==> src/rtl/axi_lite_mem_arbiter_pkg.sv <==
// Shared types and constants for the IFU/LSU to memory AXI-lite arbiter.
// The FSM state encoding and the bus-owner encoding live here.
package axi_arb_pkg;

  typedef enum logic [2:0] {
    IDLE,
    RD_REQ,
    RD_RSP,
    WR_REQ,
    WR_RSP
  } state_t;

  typedef enum logic [1:0] {
    NONE,
    IFU,
    LSU
  } owner_t;

  localparam logic [1:0] RESP_OKAY = 2'b00;

  // Bit positions of each master in the request/grant vectors.
  localparam int GNT_IFU = 0;
  localparam int GNT_LSU = 1;

endpackage

==> src/rtl/axi_lite_mem_arbiter_rr_arb2.sv <==
// Two-way round-robin picker plus the register holding the last granted master.
// On a tie the master that was not granted last wins.
module rr_arb2
  import axi_arb_pkg::*;
(
  input  logic       clk,
  input  logic       rst,
  input  logic [1:0] i_req,
  input  logic       i_take,
  output logic [1:0] o_gnt
);

  owner_t r_last_grant;

  // NOTE: every output of a combinational block gets a default first, so no
  // path through the if/else can leave it unassigned and infer a latch.
  always_comb begin
    o_gnt = 2'b00;
    if (i_req[GNT_LSU] && (!i_req[GNT_IFU] || (r_last_grant == IFU))) begin
      o_gnt[GNT_LSU] = 1'b1;
    end else if (i_req[GNT_IFU]) begin
      o_gnt[GNT_IFU] = 1'b1;
    end
  end

  // NOTE: registered state uses non-blocking assignments so every flop
  // samples the pre-edge values, independent of statement order.
  always_ff @(posedge clk or posedge rst) begin
    if (rst) begin
      r_last_grant <= IFU;
    end else if (i_take && (o_gnt != 2'b00)) begin
      r_last_grant <= o_gnt[GNT_LSU] ? LSU : IFU;
    end
  end

endmodule

==> src/rtl/axi_lite_mem_arbiter.sv <==
// Shares one AXI-lite memory slave between the IFU (read-only) and the LSU
// (read/write). One whole transaction is granted at a time.
module axi_lite_mem_arbiter
  import axi_arb_pkg::*;
#(
  parameter int ADDR_W = 32,
  parameter int DATA_W = 32
) (
  input  logic                clk,
  input  logic                rst,
  // IFU read channels
  input  logic [ADDR_W-1:0]   i_ifu_araddr,
  input  logic                i_ifu_arvalid,
  output logic                o_ifu_arready,
  output logic [DATA_W-1:0]   o_ifu_rdata,
  output logic [1:0]          o_ifu_rresp,
  output logic                o_ifu_rvalid,
  input  logic                i_ifu_rready,
  // LSU read channels
  input  logic [ADDR_W-1:0]   i_lsu_araddr,
  input  logic                i_lsu_arvalid,
  output logic                o_lsu_arready,
  output logic [DATA_W-1:0]   o_lsu_rdata,
  output logic [1:0]          o_lsu_rresp,
  output logic                o_lsu_rvalid,
  input  logic                i_lsu_rready,
  // LSU write channels
  input  logic [ADDR_W-1:0]   i_lsu_awaddr,
  input  logic                i_lsu_awvalid,
  output logic                o_lsu_awready,
  input  logic [DATA_W-1:0]   i_lsu_wdata,
  input  logic [DATA_W/8-1:0] i_lsu_wstrb,
  input  logic                i_lsu_wvalid,
  output logic                o_lsu_wready,
  output logic [1:0]          o_lsu_bresp,
  output logic                o_lsu_bvalid,
  input  logic                i_lsu_bready,
  // Slave read channels
  output logic [ADDR_W-1:0]   o_slv_araddr,
  output logic                o_slv_arvalid,
  input  logic                i_slv_arready,
  input  logic [DATA_W-1:0]   i_slv_rdata,
  input  logic [1:0]          i_slv_rresp,
  input  logic                i_slv_rvalid,
  output logic                o_slv_rready,
  // Slave write channels
  output logic [ADDR_W-1:0]   o_slv_awaddr,
  output logic                o_slv_awvalid,
  input  logic                i_slv_awready,
  output logic [DATA_W-1:0]   o_slv_wdata,
  output logic [DATA_W/8-1:0] o_slv_wstrb,
  output logic                o_slv_wvalid,
  input  logic                i_slv_wready,
  input  logic [1:0]          i_slv_bresp,
  input  logic                i_slv_bvalid,
  output logic                o_slv_bready
);

  state_t r_state;
  owner_t r_owner;
  logic   r_aw_done;
  logic   r_w_done;

  state_t w_state_nxt;
  owner_t w_owner_nxt;
  logic   w_aw_done_nxt;
  logic   w_w_done_nxt;

  logic [1:0]        w_req;
  logic [1:0]        w_gnt;
  logic              w_take;
  logic              w_lsu_wr;
  logic              w_own_lsu;
  logic [ADDR_W-1:0] w_sel_araddr;
  logic              w_sel_arvalid;
  logic              w_sel_rready;
  logic              w_aw_hs;
  logic              w_w_hs;
  logic              w_aw_all;
  logic              w_w_all;

  assign w_lsu_wr        = i_lsu_awvalid & i_lsu_wvalid;
  assign w_req[GNT_LSU]  = i_lsu_arvalid | w_lsu_wr;
  assign w_req[GNT_IFU]  = i_ifu_arvalid;
  assign w_take          = (r_state == IDLE);

  rr_arb2 u_rr_arb2 (
    .clk    (clk),
    .rst    (rst),
    .i_req  (w_req),
    .i_take (w_take),
    .o_gnt  (w_gnt)
  );

  // Channel selection follows the registered owner, never the live requests.
  assign w_own_lsu     = (r_owner == LSU);
  assign w_sel_araddr  = w_own_lsu ? i_lsu_araddr  : i_ifu_araddr;
  assign w_sel_arvalid = w_own_lsu ? i_lsu_arvalid : i_ifu_arvalid;
  assign w_sel_rready  = w_own_lsu ? i_lsu_rready  : i_ifu_rready;

  assign w_aw_hs  = (r_state == WR_REQ) & i_lsu_awvalid & i_slv_awready & ~r_aw_done;
  assign w_w_hs   = (r_state == WR_REQ) & i_lsu_wvalid  & i_slv_wready  & ~r_w_done;
  assign w_aw_all = r_aw_done | w_aw_hs;
  assign w_w_all  = r_w_done  | w_w_hs;

  always_ff @(posedge clk or posedge rst) begin
    if (rst) begin
      r_state   <= IDLE;
      r_owner   <= NONE;
      r_aw_done <= 1'b0;
      r_w_done  <= 1'b0;
    end else begin
      r_state   <= w_state_nxt;
      r_owner   <= w_owner_nxt;
      r_aw_done <= w_aw_done_nxt;
      r_w_done  <= w_w_done_nxt;
    end
  end

  always_comb begin
    w_state_nxt   = r_state;
    w_owner_nxt   = r_owner;
    w_aw_done_nxt = r_aw_done;
    w_w_done_nxt  = r_w_done;

    o_ifu_arready = 1'b0;
    o_ifu_rdata   = '0;
    o_ifu_rresp   = RESP_OKAY;
    o_ifu_rvalid  = 1'b0;
    o_lsu_arready = 1'b0;
    o_lsu_rdata   = '0;
    o_lsu_rresp   = RESP_OKAY;
    o_lsu_rvalid  = 1'b0;
    o_lsu_awready = 1'b0;
    o_lsu_wready  = 1'b0;
    o_lsu_bresp   = RESP_OKAY;
    o_lsu_bvalid  = 1'b0;
    o_slv_araddr  = '0;
    o_slv_arvalid = 1'b0;
    o_slv_rready  = 1'b0;
    o_slv_awaddr  = '0;
    o_slv_awvalid = 1'b0;
    o_slv_wdata   = '0;
    o_slv_wstrb   = '0;
    o_slv_wvalid  = 1'b0;
    o_slv_bready  = 1'b0;

    unique case (r_state)
      IDLE: begin
        w_owner_nxt = NONE;
        if (w_gnt[GNT_LSU]) begin
          w_owner_nxt = LSU;
          // A write outranks a simultaneous read from the same master.
          w_state_nxt = w_lsu_wr ? WR_REQ : RD_REQ;
        end else if (w_gnt[GNT_IFU]) begin
          w_owner_nxt = IFU;
          w_state_nxt = RD_REQ;
        end
      end

      RD_REQ: begin
        o_slv_araddr  = w_sel_araddr;
        o_slv_arvalid = w_sel_arvalid;
        if (w_own_lsu) o_lsu_arready = i_slv_arready;
        else           o_ifu_arready = i_slv_arready;
        if (w_sel_arvalid && i_slv_arready) w_state_nxt = RD_RSP;
      end

      RD_RSP: begin
        o_slv_rready = w_sel_rready;
        if (w_own_lsu) begin
          o_lsu_rdata  = i_slv_rdata;
          o_lsu_rresp  = i_slv_rresp;
          o_lsu_rvalid = i_slv_rvalid;
        end else begin
          o_ifu_rdata  = i_slv_rdata;
          o_ifu_rresp  = i_slv_rresp;
          o_ifu_rvalid = i_slv_rvalid;
        end
        if (i_slv_rvalid && w_sel_rready) begin
          w_state_nxt = IDLE;
          w_owner_nxt = NONE;
        end
      end

      WR_REQ: begin
        o_slv_awaddr  = i_lsu_awaddr;
        o_slv_awvalid = i_lsu_awvalid & ~r_aw_done;
        o_lsu_awready = i_slv_awready & ~r_aw_done;
        o_slv_wdata   = i_lsu_wdata;
        o_slv_wstrb   = i_lsu_wstrb;
        o_slv_wvalid  = i_lsu_wvalid & ~r_w_done;
        o_lsu_wready  = i_slv_wready & ~r_w_done;
        if (w_aw_all && w_w_all) begin
          w_state_nxt   = WR_RSP;
          w_aw_done_nxt = 1'b0;
          w_w_done_nxt  = 1'b0;
        end else begin
          w_aw_done_nxt = w_aw_all;
          w_w_done_nxt  = w_w_all;
        end
      end

      WR_RSP: begin
        o_lsu_bresp  = i_slv_bresp;
        o_lsu_bvalid = i_slv_bvalid;
        o_slv_bready = i_lsu_bready;
        if (i_slv_bvalid && i_lsu_bready) begin
          w_state_nxt = IDLE;
          w_owner_nxt = NONE;
        end
      end

      default: begin
        w_state_nxt = IDLE;
        w_owner_nxt = NONE;
      end
    endcase
  end

endmodule

==> config.mk <==
export PLATFORM = sky130hd
export DESIGN_NAME = axi_lite_mem_arbiter
export DESIGN_NICKNAME = d
export VERILOG_FILES = /design/src/rtl/axi_lite_mem_arbiter_pkg.sv /design/src/rtl/axi_lite_mem_arbiter_rr_arb2.sv /design/src/rtl/axi_lite_mem_arbiter.sv
export SDC_FILE = /design/constraint.sdc
export NUM_CORES = 1
export LEC_CHECK = 0
export CORE_AREA = 2 2 140 142
export CTS_BUF_LIST = sky130_fd_sc_hd__clkbuf_8
export CTS_CLUSTER_SIZE = 16
export DETAILED_ROUTE_END_ITERATION = 8
export DIE_AREA = 0 0 142 144
export PLACE_DENSITY = 0.57
export RECOVER_POWER = 50
export REMOVE_ABC_BUFFERS = 1
export SYNTH_ARGS = -nofsm -noshare
export SYNTH_HDL_FRONTEND = slang
export SYNTH_HIERARCHICAL = 1
export SYNTH_SLANG_ARGS = --single-unit
==> constraint.sdc <==
create_clock -name clk -period 2.25 [get_ports clk]
set_input_delay 0.45 -clock clk [delete_from_list [all_inputs] [get_ports clk]]
set_output_delay 0.45 -clock clk [all_outputs]
set_load 0.02 [all_outputs]
==> results <==
## worst max-delay path, cell delays in order (launching register included)
cell	delay, ns
dfrtp_1	0.37
buf_4	0.15
nand3b_1	0.15
buf_4	0.17
buf_4	0.19
a21oi_1	0.14
clkdlybuf4s15_1	0.34
## report_power, final
part	switching [W]	total [W]	internal, W
combinational	0.00255	0.00453	0.00198
clock	0.0000740	0.000196	0.000122
sequential	0.0000561	0.000298	0.000242
## flip-flops by register name, indices dropped and copies added, names as in the netlist
signal	count
r_state	3
r_aw_done	1
u_rr_arb2/r_last_grant	2
r_w_done	1
r_owner	2
## placed cells by master, fill, tap and decap left out, drive strengths merged, types with 2 or more instances in the layout
master | netlist | routed
a21oi | 37 | 37
nand3b | 2 | 2
mux2i | 2 | 2
a31oi | 3 | 3
clkdlybuf4s15 | 0 | 18
o21a | 2 | 2
dfrtp | 8 | 8
dlygate4sd3 | 0 | 2
o21ai | 3 | 3
clkdlybuf4s50 | 0 | 179
nor3b | 5 | 5
nand2 | 69 | 69
buf | 14 | 104
nand2b | 3 | 3
nor3 | 4 | 4
and2 | 136 | 136
or2 | 2 | 2
and3 | 5 | 5
dlygate4sd2 | 0 | 19
o32ai | 2 | 2
clkbuf | 14 | 80
nor2 | 13 | 13
inv | 7 | 7
## stage by stage
| step | setup TNS (ns) | setup slack, ns |
|---|---|---|
| global placement | -10.71 | -0.161 |
| global route | -0.0462 | -0.0298 |
| CTS | -0.184 | -0.0269 |
| detailed placement | -10.05 | -0.171 |
| floorplan | -30.50 | -0.459 |
| finish | 0 | 0.0494 |
## final timing paths
| path | from | end | slack (ns) | cells after the start |
|---|---|---|---|---|
| min in group clk | u_rr_arb2/r_last_grant[0]$_DFFE_PP1P_ | u_rr_arb2/r_last_grant[0]$_DFFE_PP1P_ | 0.57 | 1 |
| max in group asynchronous | rst | r_w_done$_DFFE_PP0P_ | 1.39 | 2 |
| worst min-delay path | rst | u_rr_arb2/r_last_grant[1]$_DFFE_PP0P_ | 0.54 | 2 |
| worst max-delay path | r_state[2]$_DFFE_PP0P_ | o_slv_araddr[28] | 0.05 | 6 |
| worst max register to register | r_state[2]$_DFFE_PP0P_ | r_owner[1]$_DFFE_PP0P_ | 0.46 | 5 |
| worst min register to register | u_rr_arb2/r_last_grant[0]$_DFFE_PP1P_ | u_rr_arb2/r_last_grant[0]$_DFFE_PP1P_ | 0.57 | 1 |
## kinds of logic after synthesis
group,synth area share [%]
muxes,1.47
DFF,10.7
AOI/OAI and AO/OA,14.7
and+or+nand+nor,64.1
buffers and inverters,9.12
## layer usage
layer | vias to the layer above | GRT usage, % | share of wire (%)
met5 | - | 0 | 0
met2 | 177 | 21.2 | 51
li1 | 1853 | - | -
met3 | 4 | 3.41 | 8.6
met1 | 1558 | 14.1 | 40
met4 | 0 | 1.74 | 0.72
## cell type report
class,instances,share of cell area (%)
Inverter,7,0.463
Tap cell,238,5.25
Clock buffer,3,0.728
Timing Repair Buffer,401,59.0
Clock inverter,1,0.0883
Multi-Input combinational cell,300,30.5
Sequential cell,9,3.99
## timing repair
item	in CTS	in global routing
setup endpoints to repair	180	125
pin swaps	2	1
setup buffers	2	1
gates resized for setup	463	135
gates cloned	3	1
==> impl_metrics.env <==
export IMPL_status="complete, no violations"
export IMPL_clock_sinks=9
export IMPL_clkLatencyLatePin_ns=0.24
export IMPL_synthFlopType="dfrtp_1"
export IMPL_endpoint_kind="primary output"
export IMPL_dpl_hpwl_um=11200
export IMPL_arrival_ns=1.75
export IMPL_yosys_warnings=6
export IMPL_dieArea_um2=20400
export IMPL_clock_root_buffer="clkbuf_8"
export IMPL_yosysTopAreaCell="and2_1"
export IMPL_start_kind="flop"
export IMPL_coreArea_um2=19100
export IMPL_cts_clk_slew_worst_paths_ns=0.05
export IMPL_final_util_pct=29.7
export IMPL_fillers=2140
export IMPL_syn_area_um2=2130
export IMPL_post_route_cell_area_um2=5670
export IMPL_die_w_um=142
export IMPL_drtPass1Iterations=4
export IMPL_synth_top_cells_by_count="136 x and2_1, 69 x nand2_1, 37 x a21oi_1"
export IMPL_diodes=0
export IMPL_whs_ns=0.539
export IMPL_cts_buffers=3
export IMPL_path_class="flop to primary output"
export IMPL_grt_pass1_wl_um=18800
export IMPL_maxSlewHeadroom_pct=59.9
export IMPL_drc=0
export IMPL_grt_max_degree=34
export IMPL_fin_cells=959
export IMPL_syn_avg_cell_area_um2=6.18
export IMPL_post_dp_cell_area_um2=6210
export IMPL_finalCriticalPeriod_ns=2.20
export IMPL_grt_antenna_before_repair=0
export IMPL_hold_buffers=0
export IMPL_die_h_um=144
export IMPL_synth_seq_cells=9
export IMPL_seqCellArea_um2=226
export IMPL_fin_skew_ns=0.00921
export IMPL_synth_edf_count=0
export IMPL_yosysTopAreaCellShare_pct=40.0
export IMPL_drt_iter0_markers=142
export IMPL_synth_cell_types=38
export IMPL_yosysMostFrequentCell="and2_1"
export IMPL_peakVddDrop_uv=310
export IMPL_clockBufferDepth=2
export IMPL_drive_above_1_share_pct=21.9
export IMPL_maxCapViolCount=0
export IMPL_io_pins=364
export IMPL_async_reset_ff_share_pct=100
export IMPL_gr_total_overflow=0
export IMPL_critical_path_required_ns=1.80
export IMPL_routabilityCongestion=0.728
export IMPL_worst_slew_pin_slew_ns=0.597
export IMPL_grt_pass1_vias=3332
export IMPL_synth_area_leaders="and2_1 40%, nand2_1 12%, dfrtp_1 9.4%"
export IMPL_max_clock_freq_ghz=0.454
export IMPL_netlist_instances=344
export IMPL_crit_fanout=13
export IMPL_setup_viol=0
export IMPL_portBuffers=363
export IMPL_multiInputGateArea_um2=1730
export IMPL_wl_per_cell_um=14.3
export IMPL_final_max_slew_viol_count=0
export IMPL_initial_core_util_pct=11.1
export IMPL_hold_viol_final=0
export IMPL_power_density_nw_per_um2=886
export IMPL_p_leak_nw=2.68
export IMPL_drtAntennaViolNets=0
export IMPL_cts_htree_levels=1
export IMPL_synth_seq_area_share_pct=10.7
export IMPL_area_delta_synth_final_pct=167
export IMPL_fin_total_pwr_w=0.00502
export IMPL_std_cell_rows=51
export IMPL_grt_use_total_pct=11.8
export IMPL_nNetsFinal=904
export IMPL_finalCritPeriodShare_pct=97.8
export IMPL_hold_path_class="input port to async pin"
export IMPL_placedCellCount=949
export IMPL_route_vias_total=3592
export IMPL_rsz0062_at_grt="yes"
export IMPL_routed_wl_um=13700
export IMPL_cts_tree="yes"
export IMPL_vias_per_cell=3.75
No activity file was read; power rests on OpenSTA's default activity.
